### config.mk
export PLATFORM = sky130hd
export DESIGN_NAME = timer_event_ctrl
export DESIGN_NICKNAME = d
export VERILOG_FILES = /design/src/rtl/timer_event_ctrl.sv
export SDC_FILE = /design/constraint.sdc
export NUM_CORES = 1
export LEC_CHECK = 0
export CAP_MARGIN = 5
export CELL_PAD_IN_SITES_DETAIL_PLACEMENT = 1
export CELL_PAD_IN_SITES_GLOBAL_PLACEMENT = 2
export CORE_MARGIN = 1
export CORE_UTILIZATION = 32
export DETAILED_ROUTE_END_ITERATION = 7
export DONT_BUFFER_PORTS = 1
export GPL_ROUTABILITY_DRIVEN = 0
export GPL_TIMING_DRIVEN = 0
export PLACE_DENSITY = 0.74
export SLEW_MARGIN = 20
export SYNTH_ARGS = -nofsm -noshare
export SYNTH_HDL_FRONTEND = slang
export SYNTH_SLANG_ARGS = --single-unit
### constraint.sdc
create_clock -name clk -period 4.1 [get_ports clk]
set_input_delay 0.615 -clock clk [delete_from_list [all_inputs] [get_ports clk]]
set_output_delay 0.615 -clock clk [all_outputs]
set_load 0.05 [all_outputs]
### src/rtl/timer_event_ctrl.sv
// Timer done/done_ack consumer: counts expiries, acknowledges them and coalesces them into an irq.
// Optional TIMER_EVT_OVERRUN_EN adds an overrun flag for threshold crossings while irq is pending.
module timer_event_ctrl #(
  parameter int unsigned CW          = 8,
  parameter int unsigned ACK_TIMEOUT = 16
) (
  input  logic          clk,
  input  logic          rst,
  input  logic          done,
  output logic          done_ack,
  input  logic          irq_en,
  input  logic [CW-1:0] irq_threshold,
  input  logic          irq_ack,
  input  logic          clr_count,
  output logic [CW-1:0] event_count,
  output logic          irq,
  output logic          busy,
  output logic          fault
`ifdef TIMER_EVT_OVERRUN_EN
  ,
  output logic          overrun
`endif
);

  localparam int unsigned TW = $clog2(ACK_TIMEOUT);
  localparam logic [TW-1:0] TMO_LAST = TW'(ACK_TIMEOUT - 1);

  typedef enum logic [1:0] {IDLE, ACK, HOLDOFF, FAULT} state_t;

  state_t        state, next_state;
  logic [TW-1:0] tmo_cnt, tmo_d;
  logic          done_ack_d, busy_d, fault_d, evt;

  logic [CW-1:0] coal_cnt, coal_d, thr_eff;
  logic [CW:0]   coal_sum;
  logic          thr_hit, irq_set;

  always_ff @(posedge clk or posedge rst) begin
    if (rst) begin
      state    <= IDLE;
      tmo_cnt  <= '0;
      done_ack <= 1'b0;
      busy     <= 1'b0;
      fault    <= 1'b0;
    end else begin
      state    <= next_state;
      tmo_cnt  <= tmo_d;
      done_ack <= done_ack_d;
      busy     <= busy_d;
      fault    <= fault_d;
    end
  end

  always_comb begin
    next_state = state;
    unique case (state)
      IDLE:    if (done) next_state = ACK;
      ACK: begin
        if (!done)                   next_state = HOLDOFF;
        else if (tmo_cnt == TMO_LAST) next_state = FAULT;
      end
      HOLDOFF: next_state = IDLE;
      FAULT:   if (clr_count) next_state = IDLE;
      default: next_state = IDLE;
    endcase
  end

  // Registered outputs are decoded from next_state so they change on the same edge as the state.
  always_comb begin
    evt        = (state == IDLE) && done;
    done_ack_d = (next_state == ACK);
    busy_d     = (next_state != IDLE);
    fault_d    = (next_state == FAULT);
    tmo_d      = ((state == ACK) && (next_state == ACK)) ? tmo_cnt + 1'b1 : '0;
  end

  // A threshold lowered below the pending count is simply a hit on the next edge.
  always_comb begin
    thr_eff  = (irq_threshold == '0) ? CW'(1) : irq_threshold;
    coal_sum = {1'b0, coal_cnt} + {{CW{1'b0}}, evt};
    thr_hit  = (coal_sum >= {1'b0, thr_eff});
    irq_set  = thr_hit && irq_en;
    if (!thr_hit)    coal_d = coal_sum[CW-1:0];
    else if (irq_en) coal_d = '0;
    else             coal_d = thr_eff;
  end

  always_ff @(posedge clk or posedge rst) begin
    if (rst) begin
      event_count <= '0;
      coal_cnt    <= '0;
      irq         <= 1'b0;
    end else begin
      if (clr_count) event_count <= '0;
      else if (evt)  event_count <= event_count + 1'b1;
      coal_cnt <= coal_d;
      irq      <= irq_set | (irq & ~irq_ack);
    end
  end

`ifdef TIMER_EVT_OVERRUN_EN
  always_ff @(posedge clk or posedge rst) begin
    if (rst) overrun <= 1'b0;
    else     overrun <= (irq_set & irq) | (overrun & ~irq_ack);
  end
`endif

endmodule
==> results of run 1 <==
-- logic make-up after synthesis --
group           count (synthesis)  synth area share [%]
simple gates                   58                  19.2
xor+xnor                       14                  8.46
buf+inv                        15                  3.88
mux                             8                  6.13
compound gates                 14                  7.16
flops                          26                  44.9
fa+ha+maj                      12                  10.4
-- metal layers --
layer | vias up | global-route usage (%)
met5 | - | 0
li1 | 501 | -
met2 | 11 | 22.8
met3 | 6 | 2.76
met4 | 0 | 5.22
met1 | 512 | 18.6
-- stage by stage --
stage	cell area [sq um]	total power, mW	hold WS, ns
after floorplan	1450	0.578	0.432
after global placement	1520	0.626	0.447
after detailed placement	1520	0.637	0.466
after CTS	1590	0.859	0.425
after global routing	1610	0.927	0.362
final	1610	0.867	0.311
-- registers in the layout, summed over array words and instances (netlist names) --
name and count:
busy 1, coal_cnt 8, done_ack 1, event_count 8, fault 1, irq 1
state 2, tmo_cnt 4
-- synthesized netlist by cell type --
cell        n  area, sq um
nor4_1      1         6.26
a21o_1      2         15.0
nand4_1     1         6.26
mux2i_1     1         10.0
a21oi_1     3         15.0
o21ai_0     4         20.0
a211oi_1    1         7.51
nand2b_1    1         6.26
or3_1       1         6.26
a221o_1     1         10.0
dfrtp_1    26          651
nand4bb_1   1         11.3
ha_1       12          150
xnor2_1     5         43.8
mux2_2      7         78.8
xor2_1      9         78.8
nor2b_1     1         6.26
clkbuf_1    2         7.51
nor3b_2     1         12.5
nand3_1     5         25.0
o22ai_1     1         6.26
nor2_1     19         71.3
inv_1      12         45.0
nor3_1      4         20.0
and2_1      3         18.8
buf_1       1         3.75
and3_1      5         31.3
nand2_1    15         56.3
a211oi_4    1         20.0
a41o_1      1         10.0
-- final timing paths --
| path | startpoint | endpoint | slack, ns | cells after the start |
|---|---|---|---|---|
| min | rst | coal_cnt[6]$_DFF_PP0_ | 0.31 | 1 |
| min reg2reg | tmo_cnt[0]$_DFF_PP0_ | tmo_cnt[0]$_DFF_PP0_ | 0.49 | 1 |
| min in group clk | irq_ack | irq$_DFF_PP0_ | 0.43 | 1 |
| max reg2reg | state[0]$_DFF_PP0_ | coal_cnt[5]$_DFF_PP0_ | 0.48 | 13 |
| max | state[0]$_DFF_PP0_ | coal_cnt[5]$_DFF_PP0_ | 0.48 | 13 |
| max in group asynchronous | rst | coal_cnt[4]$_DFF_PP0_ | 3.36 | 1 |
-- power by group through the flow --
stage                     combinational (mW)  sequential (mW)  clock (mW)
after floorplan                        0.204            0.374           0
after global placement                 0.244            0.381           0
after detailed placement               0.253            0.384           0
after CTS                              0.259            0.379       0.221
after global routing                   0.312            0.385       0.230
final                                  0.274            0.379       0.214
-- final cells by class --
cell class                 count  area (sq um)
tap                           52          65.1
sequential                    26           651
timing repair buffer           3          22.5
fill                         486          2750
clock inverter                 1          30.0
buffer                         3          11.3
multi-input combinational    106           743
clock buffer                   3          41.3
inverter                      12          45.0
==> flow_summary.json, run 1 <==
{
  "placed_cells": 199,
  "max-cap-violations": 0,
  "finalCritPeriodShare_pct": 88.3,
  "routed_wl_microns": 2980,
  "final_max_slew_viol_count": 0,
  "status": "complete, no violations",
  "intPower_mw": 0.574,
  "antenna_cells": 0,
  "mostFrequentLayoutCell": "dfrtp_1",
  "clock_sink_count": 26,
  "rsz0062_at_grt": "no",
  "grt-ovfl-total": 0,
  "powerDensity_nw_per_um2": 539,
  "clockRootBuffer": "clkbuf_8",
  "die_y_microns": 69.3,
  "cpPeakStageDelay_ns": 0.45,
  "vias": 1030,
  "crit_required_ns": 4.26,
  "worst_pin_slew_ns": 0.927,
  "min_period_ns": 3.62,
  "dieArea_sq_um": 4800,
  "switchingPower_mw": 0.293,
  "route.detailed.drc": 0,
  "syn_inst": 147,
  "cts_buffer_depth": 2,
  "top_layer": "met4",
  "stdcell_count": 206,
  "tns_ns": 0,
  "cp_slowest_cell": "nor3b_2",
  "via_per_inst": 5.00,
  "arrival_ns": 3.78,
  "fin_util_pct": 37.0,
  "pwr-share-comb_pct": 31.6,
  "ys_seq_area_share_pct": 44.9,
  "core_area_sq_um": 4350,
  "worstSetupPathType": "register to register",
  "hold_path_class": "input pin to async pin",
  "power.leakage_nw": 0.801,
  "num_io_pins": 26,
  "cts_tree": "built",
  "area_growth_pct": 11.0,
  "worst_setup_path_end_kind": "register",
  "ys_warn_count": 0,
  "portBuffers": 0,
  "drive_gt1_share_pct": 10.4,
  "post_drt_wl_per_cell_microns": 14.4,
  "p_seq_share_pct": 43.7,
  "drt-met1-wl_microns": 1430,
  "antenna_left": 0,
  "netlist_area_sq_um": 1450,
  "syn_area_per_cell_sq_um": 9.86,
  "pre_cts_ws_ns": 0.232,
  "dr_wl_met3_microns": 86,
  "critical_path.most_common_cell": "ha_1",
  "first_pass_iters": 3,
  "grt_max_degree": 27,
  "cts-resized-gates": 0,
  "pwr-share-clk_pct": 24.7,
  "clock_skew_ns": 0.00164,
  "vdd_ir_drop_max_mv": 0.175,
  "crit_family": "simple AND/OR/NAND/NOR gates",
  "cts.clk_slew.worst_paths_ns": 0.09,
  "start_util_pct": 33.3,
  "power_switching_share_pct": 33.8,
  "htree_levels": 1,
  "rows": 24,
  "track_usage_pct": 14.1,
  "synthDistinctLibCells": 30,
  "layout_setup_ws_ns": 0.480,
  "cp-start-kind": "register",
  "max_freq_mhz": 276,
  "grt_antenna_before_repair": 0,
  "synth_fp_nets": 173,
  "first_global_vias": 1173,
  "maxSlewHeadroom_pct": 37.8,
  "wl_met2_microns": 1420,
  "cts_buffers": 3,
  "hold_violations": 0,
  "layout_common_cells": "dfrtp_1 (26), nor2_1 (19), nand2_1 (15)",
  "cp_num_buf_inv": 2,
  "yosys_register_bits": 26,
  "worstSkewPairLatency_ns": 0.27,
  "path_cells": "clkbuf_1, nor3b_2, ha_1, ha_1, nand2_1, nor2_1, xor2_1, ha_1, and3_1, a221o_1, a211oi_4, buf_4, mux2_2",
  "chipWidth_microns": 69.3,
  "layout.nets": 181,
  "grt_pass1_wl_microns": 5460,
  "crit_fanout": 8,
  "ctsHoldBuffers": 0,
  "drt_iter0_drc": 22,
  "setup_violations": 0,
  "post-cts-setup-buffers": 0,
  "dp_hpwl_microns": 2280
}
Power figures use the tool's default switching activity.
==> inputs of run 2 (changes only) <==
Settings changed: PLACE_DENSITY 0.74 to default, PLACE_DENSITY_LB_ADDON from default to 0.1.
==> run 2 against run 1 <==
Compared with the run above: utilization shrank 1.2 points; power shrank 11%; clock-buffer cell count is the same; non-clock buffer count shrank 3; setup slack lost 0.18 ns; via count shrank 5.0%; clock skew grew 0.0020 ns; die area is the same; sequential cell count is the same; clock power shrank 36%; largest power group unchanged.
==> flow_summary.json, run 2 (synthesis gave the netlist of run 1 again) <==
{
  "route.detailed.drc": 0,
  "layout_common_cells": "dfrtp_1 (26), nor2_1 (19), nand2_1 (15)",
  "post_drt_wl_per_cell_microns": 14.3,
  "fillers": 493,
  "critical_path.most_common_cell": "ha_1",
  "top_layer": "met4",
  "dpl_cell_area_sq_um": 1520,
  "num_io_pins": 26,
  "routed_wl_microns": 2890,
  "crit_required_ns": 4.25,
  "first_pass_iters": 4,
  "drive_gt1_share_pct": 8.00,
  "setup_violations": 0,
  "vdd_ir_drop_max_mv": 0.188,
  "cts_buffer_depth": 2,
  "core_area_sq_um": 4350,
  "max_freq_mhz": 263,
  "multi_input_area_sq_um": 743,
  "antenna_cells": 0,
  "die_y_microns": 69.3,
  "status": "complete, no violations",
  "grt_pass1_wl_microns": 5200,
  "wl_met2_microns": 1400,
  "htree_levels": 1,
  "cts.clk_slew.worst_paths_ns": 0.08,
  "worst_pin_slew_ns": 0.903,
  "chipWidth_microns": 69.3,
  "clock_skew_ns": 0.00363,
  "cp_num_buf_inv": 1,
  "grt-ovfl-total": 0,
  "worstSetupPathType": "register to register",
  "grt_antenna_before_repair": 0,
  "worst_setup_path_end_kind": "register",
  "mostFrequentLayoutCell": "dfrtp_1",
  "area_growth_pct": 7.33,
  "rows": 24,
  "hold_violations": 0,
  "crit_family": "simple AND/OR/NAND/NOR gates",
  "clockRootBuffer": "clkbuf_8",
  "hold_path_class": "input pin to async pin",
  "max-cap-violations": 0,
  "rsz0062_at_grt": "no",
  "layout.nets": 178,
  "finalCritPeriodShare_pct": 92.6,
  "worstSkewPairLatency_ns": 0.26,
  "cts-resized-gates": 0,
  "grt_max_degree": 27,
  "dieArea_sq_um": 4800,
  "path_cells": "clkbuf_1, nor3b_2, ha_1, ha_1, nand2_1, nor2_1, xor2_1, ha_1, and3_1, a221o_1, a211oi_4, mux2_2",
  "dp_hpwl_microns": 2300,
  "power.leakage_nw": 0.774,
  "clock_sink_count": 26,
  "cp-start-kind": "register",
  "tns_ns": 0,
  "cpPeakStageDelay_ns": 0.47,
  "start_util_pct": 33.3,
  "drt_iter0_drc": 14,
  "portBuffers": 0,
  "arrival_ns": 3.94,
  "ctsHoldBuffers": 0,
  "cp_slowest_cell": "nor3b_2",
  "final-seq-area_sq_um": 651,
  "maxSlewHeadroom_pct": 39.5,
  "antenna_left": 0,
  "post-cts-setup-buffers": 0,
  "via_per_inst": 4.85,
  "power.total_mw": 0.769,
  "dr_wl_met3_microns": 128,
  "cts_tree": "built",
  "min_period_ns": 3.80,
  "cts_buffers": 3,
  "track_usage_pct": 13.4,
  "vias": 979,
  "drt-met1-wl_microns": 1340,
  "finalInstanceArea_sq_um": 1560,
  "powerDensity_nw_per_um2": 494,
  "first_global_vias": 1092,
  "reg_top3": "coal_cnt: 8 flops, event_count: 8 flops, tmo_cnt: 4 flops",
  "crit_fanout": 9,
  "final_max_slew_viol_count": 0
}
-- run 2: cell count changes in the layout (fill, tap and decap cells not counted), sizes merged --
cell,before,now
buf,4,1
bufinv,1,0
-- run 2: path summary, 6_finish.rpt --
path / start / end / slack (ns) / depth (start not counted)
min in group clk: irq_ack / irq$_DFF_PP0_ / 0.45 / 1
max reg2reg: state[0]$_DFF_PP0_ / coal_cnt[6]$_DFF_PP0_ / 0.30 / 12
max: state[0]$_DFF_PP0_ / coal_cnt[6]$_DFF_PP0_ / 0.30 / 12
max in group asynchronous: rst / event_count[3]$_DFFE_PP0P_ / 3.36 / 1
min: rst / coal_cnt[7]$_DFF_PP0_ / 0.32 / 1
min reg2reg: tmo_cnt[0]$_DFF_PP0_ / tmo_cnt[0]$_DFF_PP0_ / 0.47 / 1
-- run 2: metrics by stage --
step	hold slack, ns	cells	util (%)	worst slack [ns]
6_report	0.317	202	35.7	0.302
3_3_place_gp	0.451	199	34.8	0.310
3_5_place_dp	0.459	199	34.8	0.256
2_1_floorplan	0.432	147	-	0.708
5_1_grt	0.366	202	35.7	0.0218
4_1_cts	0.444	202	35.7	0.267
-- run 2: where the power goes --
group          switching, mW  total (mW)  internal [mW]
Combinational          0.132       0.256          0.124
Clock                 0.0711       0.137         0.0656
Sequential            0.0725       0.376          0.304
Total                  0.276       0.769          0.494
-- run 2: cell type report --
class | instances | area share (%)
well taps | 52 | 4.18
plain buffers | 3 | 0.723
inverters | 12 | 2.89
flip-flops and latches | 26 | 41.8
multi-input cells | 106 | 47.7
clock buffers | 3 | 2.65
-- run 2: metal layers --
metal / GRT usage (%) / up-vias
met5: 0 / -
met4: 4.08 / 0
met3: 3.49 / 2
met2: 22.4 / 18
met1: 16.9 / 465
li1: - / 494
==> inputs of run 3 (changes only) <==
Settings changed: CORE_UTILIZATION 32 to 38.
Clock period 4.1 ns to 3.8 ns, I/O delays scaled along.
==> run 3 against run 2 <==
Compared with the run above: setup slack gained 0.073 ns; clock power up 65%; sequential share of layout area shrank 1.6 points; register-to-register slack better by 0.07 ns; via count grew 1.8%; final cell count up 0.50%; routed wire length increased by 2.0%; critical path depth rose by 1; final area up 3.9%; power increased by 21%; global-route usage is 2.9 points higher.
==> flow_summary.json, run 3 (synthesis gave the netlist of run 1 again) <==
{
  "status": "complete, no violations",
  "min_period_ns": 3.42,
  "track_usage_pct": 16.3,
  "core_area_sq_um": 3660,
  "clock_skew_ns": 0.00338,
  "layout_common_cells": "dfrtp_1 (26), nor2_1 (19), nand2_1 (15)",
  "maxSlewHeadroom_pct": 36.6,
  "post_drt_wl_per_cell_microns": 14.5,
  "arrival_ns": 3.58,
  "via_per_inst": 4.91,
  "vias": 997,
  "grt_antenna_before_repair": 0,
  "hold_violations": 0,
  "finalCritPeriodShare_pct": 90.1,
  "fin_util_pct": 44.2,
  "worstSkewPairLatency_ns": 0.27,
  "grt-ovfl-total": 0,
  "antenna_cells": 0,
  "dp_hpwl_microns": 2340,
  "mostFrequentLayoutCell": "dfrtp_1",
  "cts_buffers": 3,
  "grt_pass1_wl_microns": 5160,
  "reg_top3": "coal_cnt: 8 flops, event_count: 8 flops, tmo_cnt: 4 flops",
  "start_util_pct": 39.6,
  "final_max_slew_viol_count": 0,
  "max-cap-violations": 0,
  "power.leakage_nw": 0.812,
  "crit_required_ns": 3.96,
  "portBuffers": 0,
  "max_freq_mhz": 292,
  "first_global_vias": 1100,
  "num_io_pins": 26,
  "drt_iter0_drc": 15,
  "tns_ns": 0,
  "dieArea_sq_um": 4070,
  "ctsHoldBuffers": 0,
  "crit_fanout": 8,
  "rsz0062_at_grt": "no",
  "cp-start-kind": "register",
  "htree_levels": 1,
  "routed_wl_microns": 2940,
  "setup_violations": 0,
  "worstSetupPathType": "register to register",
  "worst_pin_slew_ns": 0.949,
  "vdd_ir_drop_max_mv": 0.230,
  "power.total_mw": 0.932,
  "first_pass_iters": 3,
  "cts_tree": "built",
  "dpl_cell_area_sq_um": 1510,
  "area_growth_pct": 11.6,
  "finalInstanceArea_sq_um": 1620,
  "powerDensity_nw_per_um2": 576,
  "layout_setup_ws_ns": 0.375,
  "route.detailed.drc": 0,
  "hold_path_class": "input pin to async pin",
  "clockRootBuffer": "clkbuf_8",
  "antenna_left": 0,
  "clock_sink_count": 26,
  "layout.nets": 182,
  "pre_cts_ws_ns": -0.0829,
  "rows": 22,
  "worst_setup_path_end_kind": "register",
  "die_y_microns": 63.8,
  "cts.clk_slew.worst_paths_ns": 0.09,
  "cts_buffer_depth": 2,
  "drive_gt1_share_pct": 11.0,
  "chipWidth_microns": 63.8,
  "grt_max_degree": 27
}
## run 3: what timing repair did
action	4_1_cts	5_1_grt
setup endpoints to repair	7	7
gates resized for setup	1	0
pin swaps	1	2
setup buffers	0	4
## run 3: path summary, 6_finish.rpt
path | cells past startpoint | endpoint | slack (ns) | startpoint
min in group clk | 1 | irq$_DFF_PP0_ | 0.40 | irq_ack
max in group asynchronous | 1 | coal_cnt[5]$_DFF_PP0_ | 2.82 | rst
setup reg to reg | 13 | coal_cnt[3]$_DFF_PP0_ | 0.38 | state[0]$_DFF_PP0_
setup / recovery | 13 | coal_cnt[3]$_DFF_PP0_ | 0.38 | state[0]$_DFF_PP0_
hold reg to reg | 1 | tmo_cnt[0]$_DFF_PP0_ | 0.48 | tmo_cnt[0]$_DFF_PP0_
hold / removal | 1 | tmo_cnt[2]$_DFF_PP0_ | 0.40 | rst
## run 3: worst max-delay path: stages, from the launching register on
cell and delay (ns):
dfrtp_1 0.37, clkbuf_1 0.21, nor3b_4 0.25, ha_1 0.22, ha_1 0.23, nand2_1 0.09, nor2_1 0.15, xor2_1 0.20
ha_1 0.28, a21o_1 0.19, a221o_1 0.38, a211oi_4 0.23, buf_4 0.17, mux2_2 0.34
## run 3: area by class of cell
class	instances	area, sq um
repair buffers	4	30.0
plain buffers	3	11.3
clock buffers	3	41.3
well taps	48	60.1
flip-flops and latches	26	651
inverters	12	45.0
clock inverters	1	30.0
fillers	417	2040
multi-input cells	106	749
## run 3: routing by layer
layer,track usage (%),share of wire (%),vias up
met4,5.11,0.88,0
met5,0,0,-
li1,-,-,506
met3,3.21,3.7,4
met2,27.9,50,19
met1,20.5,45,468
## run 3: power breakdown
group	switching [mW]	total, mW	internal (mW)
logic	0.144	0.300	0.156
clock network	0.0851	0.226	0.141
registers	0.0783	0.406	0.328
## run 3: per-stage QoR
stage	instances	hold WS [ns]
floorplan	147	0.432
global placement	195	0.447
detailed placement	195	0.471
CTS	199	0.390
global route	203	0.381
finish	203	0.396
